**config.mk**
```make
export PLATFORM = sky130hd
export DESIGN_NAME = cla_serial_addsub
export DESIGN_NICKNAME = d
export VERILOG_FILES = /design/src/rtl/cla_pkg.sv /design/src/rtl/carry_look_ahead_adder_subtractor.sv /design/src/rtl/cla_serial_addsub.sv
export SDC_FILE = /design/constraint.sdc
export NUM_CORES = 1
export LEC_CHECK = 0
export BUFFER_PORTS_ARGS = -buffer_cell sky130_fd_sc_hd__buf_4
export CORE_AREA = 3 3 75 77
export DETAILED_ROUTE_END_ITERATION = 12
export DIE_AREA = 0 0 78 80
export GPL_TIMING_DRIVEN = 0
export PLACE_DENSITY = 0.77
export RECOVER_POWER = 50
export SYNTH_ARGS = -nofsm -noshare
export SYNTH_HDL_FRONTEND = slang
export SYNTH_HIERARCHICAL = 1
export SYNTH_SLANG_ARGS = --single-unit
```
**constraint.sdc**
```tcl
create_clock -name clk -period 3.25 [get_ports clk]
set_input_delay 0.1625 -clock clk [delete_from_list [all_inputs] [get_ports clk]]
set_output_delay 0.1625 -clock clk [all_outputs]
set_load 0.02 [all_outputs]
```
**src/rtl/cla_pkg.sv**
```systemverilog
// Shared definitions for the word-serial CLA adder/subtractor.
// Holds the control FSM state type, the slice width and the signed
// overflow helper used when the final nibble is written.
package cla_pkg;

  // Control FSM states of the serial sequencer.
  typedef enum logic [1:0] {
    IDLE = 2'd0,
    RUN  = 2'd1,
    DONE = 2'd2
  } state_t;

  // Width of the carry-look-ahead slice; one slice pass per nibble.
  localparam int SLICE_W = 4;

  // Two's-complement overflow: both effective operands share a sign and
  // the result sign differs from it. bx_msb is the B sign after the
  // subtract inversion has been applied.
  function automatic logic signed_ovf(input logic a_msb,
                                      input logic bx_msb,
                                      input logic r_msb);
    return (a_msb == bx_msb) && (r_msb != a_msb);
  endfunction

endpackage

```
**src/rtl/carry_look_ahead_adder_subtractor.sv**
```systemverilog
// 4-bit carry-look-ahead adder/subtractor slice.
// Latency: combinational. Backpressure: none (pure datapath).
// Ports: A, B operands; Cin carry-in; control=1 inverts B (subtract);
//        sum = A + (B ^ {4{control}}) + Cin; Cout carry out of bit 3.
module carry_look_ahead_adder_subtractor
  import cla_pkg::*;
(
  input  logic [SLICE_W-1:0] A,
  input  logic [SLICE_W-1:0] B,
  input  logic               Cin,
  input  logic               control,
  output logic [SLICE_W-1:0] sum,
  output logic               Cout
);

  logic [SLICE_W-1:0] bx;
  logic [SLICE_W-1:0] g;
  logic [SLICE_W-1:0] p;
  logic [SLICE_W:0]   c;

  // Subtract is add of the ones' complement; the +1 comes in through Cin.
  assign bx = B ^ {SLICE_W{control}};
  assign g  = A & bx;
  assign p  = A ^ bx;

  // Every carry is a flat two-level expression of g, p and Cin, so no
  // carry ripples through the slice.
  assign c[0] = Cin;
  assign c[1] = g[0] | (p[0] & c[0]);
  assign c[2] = g[1] | (p[1] & g[0]) | (p[1] & p[0] & c[0]);
  assign c[3] = g[2] | (p[2] & g[1]) | (p[2] & p[1] & g[0])
              | (p[2] & p[1] & p[0] & c[0]);
  assign c[4] = g[3] | (p[3] & g[2]) | (p[3] & p[2] & g[1])
              | (p[3] & p[2] & p[1] & g[0])
              | (p[3] & p[2] & p[1] & p[0] & c[0]);

  assign sum  = p ^ c[SLICE_W-1:0];
  assign Cout = c[SLICE_W];

endmodule

```
**src/rtl/cla_serial_addsub.sv**
```systemverilog
// Word-serial WIDTH-bit add/sub through one 4-bit CLA slice, LS nibble first.
// Latency: out_valid rises after edge T+NIBBLES for an accept at edge T.
// Backpressure: result/cout/ovf/out_valid hold while out_ready=0; no new accept until handshake.
// Ports: clk, rst (async, active-high); in_valid/in_ready with a, b, sub, cin;
//        out_valid/out_ready with result, cout (add carry / sub no-borrow), ovf.
module cla_serial_addsub
  import cla_pkg::*;
#(
  parameter int WIDTH = 16
)
(
  input  logic             clk,
  input  logic             rst,
  input  logic             in_valid,
  output logic             in_ready,
  input  logic [WIDTH-1:0] a,
  input  logic [WIDTH-1:0] b,
  input  logic             sub,
  input  logic             cin,
  output logic             out_valid,
  input  logic             out_ready,
  output logic [WIDTH-1:0] result,
  output logic             cout,
  output logic             ovf
);

  localparam int NIBBLES = WIDTH / SLICE_W;
  // A one-nibble word still needs a 1-bit index register.
  localparam int IDXW = (NIBBLES > 1) ? $clog2(NIBBLES) : 1;
  localparam logic [IDXW-1:0] LAST_IDX = IDXW'(NIBBLES - 1);

  state_t           state;
  logic [IDXW-1:0]  idx;
  logic [WIDTH-1:0] a_q;
  logic [WIDTH-1:0] b_q;
  logic             sub_q;
  logic             carry_q;
  logic [WIDTH-1:0] result_q;
  logic             ovf_q;
  logic             out_valid_q;

  logic [SLICE_W-1:0] slice_a;
  logic [SLICE_W-1:0] slice_b;
  logic [SLICE_W-1:0] slice_sum;
  logic               slice_cout;

  // Nibble selected by the running index feeds the single shared slice.
  assign slice_a = a_q[SLICE_W*idx +: SLICE_W];
  assign slice_b = b_q[SLICE_W*idx +: SLICE_W];

  carry_look_ahead_adder_subtractor u_slice (
    .A       (slice_a),
    .B       (slice_b),
    .Cin     (carry_q),
    .control (sub_q),
    .sum     (slice_sum),
    .Cout    (slice_cout)
  );

  always_ff @(posedge clk or posedge rst) begin
    if (rst) begin
      state       <= IDLE;
      idx         <= '0;
      a_q         <= '0;
      b_q         <= '0;
      sub_q       <= 1'b0;
      carry_q     <= 1'b0;
      result_q    <= '0;
      ovf_q       <= 1'b0;
      out_valid_q <= 1'b0;
    end else begin
      case (state)
        IDLE: begin
          if (in_valid) begin
            a_q   <= a;
            b_q   <= b;
            sub_q <= sub;
            // Subtract runs as A + ~B + 1 - borrow, so the slice sees an
            // inverted borrow-in as its carry-in.
            carry_q <= sub ? ~cin : cin;
            idx     <= '0;
            state   <= RUN;
          end
        end

        RUN: begin
          result_q[SLICE_W*idx +: SLICE_W] <= slice_sum;
          carry_q <= slice_cout;
          if (idx == LAST_IDX) begin
            // Final nibble carries the sign bit, so overflow is resolved
            // here and then held with the rest of the result.
            ovf_q       <= signed_ovf(a_q[WIDTH-1], b_q[WIDTH-1] ^ sub_q,
                                      slice_sum[SLICE_W-1]);
            out_valid_q <= 1'b1;
            state       <= DONE;
          end else begin
            idx <= idx + 1'b1;
          end
        end

        DONE: begin
          if (out_ready) begin
            out_valid_q <= 1'b0;
            state       <= IDLE;
          end
        end

        default: begin
          out_valid_q <= 1'b0;
          state       <= IDLE;
        end
      endcase
    end
  end

  // carry_q only moves on accept or in RUN, so it doubles as the held
  // carry/no-borrow output through DONE and the following IDLE.
  assign in_ready  = (state == IDLE) && !rst;
  assign out_valid = out_valid_q;
  assign result    = result_q;
  assign cout      = carry_q;
  assign ovf       = ovf_q;

endmodule
```
==> metrics.txt <==
fmax=338 MHz; Setup Skew=0.0102 ns; Final Hold Vio Count=0; fin crit share=91.0%; uppermost layer routed=met4; relative slew slack=-12.3%; Initial DRT Pass Iterations=4; layout cells sized above 1=39.0%; register clock-pin slew on the reported worst setup and hold paths=0.10 ns; Setup CP Type=flip-flop to flip-flop; Routed met3 length=242 microns; H-tree Lvls=2; initial antenna violation count=0; Min Clock Period, post-route=2.96 ns; # DRC=0; worst hold path type=primary input to flip-flop; Die Width=78 microns; clk root buf=clkbuf_8; Initial Util=53.1%; power per cell area=1180 nW/um^2; crit path DAT=3.17 ns; GRT Util Overall=18.7%; CTS tree=built; crit path capture type=flip-flop; required time of the critical path=3.46 ns; maximum vdd drop=0.000698 V; Final Setup Violations=0; area grow syn2layout=21.9%; maxcap violations=1; Syn. warnings=6; antenna diode count=0; Vias=1790; DR iter-0 viols=74; RSZ-0062 raised after global routing=no; worst skew pair latency=0.30 ns; CORE AREA=5070 sq um; Leak=1.48 nW; number of global-route vias before repair=1901; failing checks=capacitance limit, slew limit; cell area after synthesis=2700 sq um; grt total ovfl=0; Seq/Total Area, Yosys=52.0%; M1 WL=2.37 mm; cell taking the most area after synthesis=dfrtp_1; synth top area cells=dfrtp_1 52%, mux2_2 14%, mux4_2 6.7%; crit path max fanout=15; hpwl dp=3.93 mm; Syn Nets=249; post-DR vias/cell=5.31; routed wire length on met2=2.59 mm; EDFF count, synth=0; drt wl/cell=15.6 microns; clk sinks=56; Slew Limit Fails=39; Cell Rows=26; post-synth cell types=31; global-route wire length before repair=9.07 mm; total length of routed wires=5.26 mm; critical path startpoint category=flip-flop; Die ar.=6240 sq um; outcome=finished with violations; largest net degree at the start of global routing=39; worst slew pin tran=1.69 ns; gpl congestion=0.814; Detail Route Antenna Nets=0; clock buffer depth=2; Synth Flop Type=dfrtp_1; IO buf count=57; Hold Worst Slack=0.0827 ns; Async S/R FF share, synth=100%; flop and latch count out of synthesis=56; Avg Cell Area, Syn=13.5 sq um; setup TNS=0 ns; total power=3.86 mW; Boundary Pins=58; number of CTS-inserted buffers=5; cells after synthesis=200; nets=315; Synth top area share=52.0%; height of the die=80 microns
[worst max-delay path, stage by stage, from the launching register on]
cell      delay (ns)
dfrtp_1         0.44
clkbuf_4        0.34
mux4_2          0.58
xor2_2          0.18
ha_1            0.28
a21o_1          0.17
a31o_1          0.25
xor2_2          0.21
buf_4           0.17
nand2_1         0.06
o21ai_0         0.17
[metal layers]
metal	vias to the layer above	global-route usage (%)
met3	5	4.74
li1	853	-
met2	47	30.1
met5	-	0
met1	885	25.3
met4	0	4.90
[synth_stat cells (all sizes together) (2+ instances only)]
library cell / n
inv: 3
nor3: 2
mux4: 8
ha: 10
nand3b: 5
xor2: 7
mux2: 34
o21ai: 13
nor4b: 2
buf: 6
clkbuf: 2
nor2b: 4
a22o: 8
dfrtp: 56
a21o: 3
nand2: 21
xnor2: 2
nor2: 3
[flip-flops by register name (all words and copies together) (netlist names)]
signal and count:
ovf 1, cout 1, result 16, state 2, a_q 16, b_q 16, sub_q 1, out_valid 1
idx 2
[through the flow]
stage / util [%] / instance area (sq um) / std cells / setup WS, ns
3_5_place_dp: 63.7 / 3230 / 328 / -0.172
6_report: 64.7 / 3280 / 337 / 0.292
3_3_place_gp: 63.3 / 3210 / 327 / -0.130
5_1_grt: 64.7 / 3280 / 337 / 0.0800
4_1_cts: 65.9 / 3350 / 338 / 0.0383
2_1_floorplan: - / 2700 / 200 / 0.421
[placed cells by master (no fill, tap or decap), types with 3 or more instances in the layout]
cell,Yosys,layout
clkbuf_8,0,6
nand2_1,21,21
mux2_2,34,34
inv_1,3,3
ha_1,10,10
o21ai_0,13,13
a21o_1,3,3
dfrtp_1,56,56
clkbuf_1,2,19
mux4_2,8,8
nand3b_1,5,5
xor2_1,7,5
buf_4,4,45
nor2b_1,4,4
nor2_1,3,3
a22o_1,8,8
[where the power goes]
part / total, mW / switching [mW] / internal, mW
Sequential: 1.22 / 0.206 / 1.02
Combinational: 2.26 / 1.19 / 1.07
Clock: 0.379 / 0.205 / 0.174
[kinds of logic after synthesis]
family / after synthesis / share of synthesized area [%]
flops: 56 / 52.0
buf+inv: 11 / 2.18
mux: 43 / 21.3
fa+ha+maj: 11 / 5.39
simple gates: 42 / 9.24
xor+xnor: 9 / 2.92
compound gates: 28 / 7.01
[path summary, 6_finish.rpt]
path | cells after the start | slack, ns | start | end
max reg2reg | 10 | 0.29 | idx[0] | result[7]
max | 10 | 0.29 | idx[0] | result[7]
min | 2 | 0.08 | b[13] | b_q[13]
max in group asynchronous | 4 | 0.59 | rst | a_q[12]
min reg2reg | 2 | 0.49 | result[5] | result[5]
min in group asynchronous | 3 | 0.54 | rst | result[7]
[final cells by class]
class | instances | area [sq um]
Inverter | 3 | 11.3
Multi-Input combinational cell | 133 | 1250
Clock buffer | 8 | 90.1
Fill cell | 421 | 1790
Tap cell | 70 | 87.6
Timing Repair Buffer | 60 | 402
Sequential cell | 56 | 1400
Buffer | 7 | 42.5
[what timing repair did]
action,CTS,global route
pin swaps,1,0
setup endpoints to repair,2,7
endpoints found under the hold margin,18,0
gates resized for setup,1,2
hold buffers,1,0
setup buffers,1,0
No activity file was read; power rests on OpenSTA's default activity.
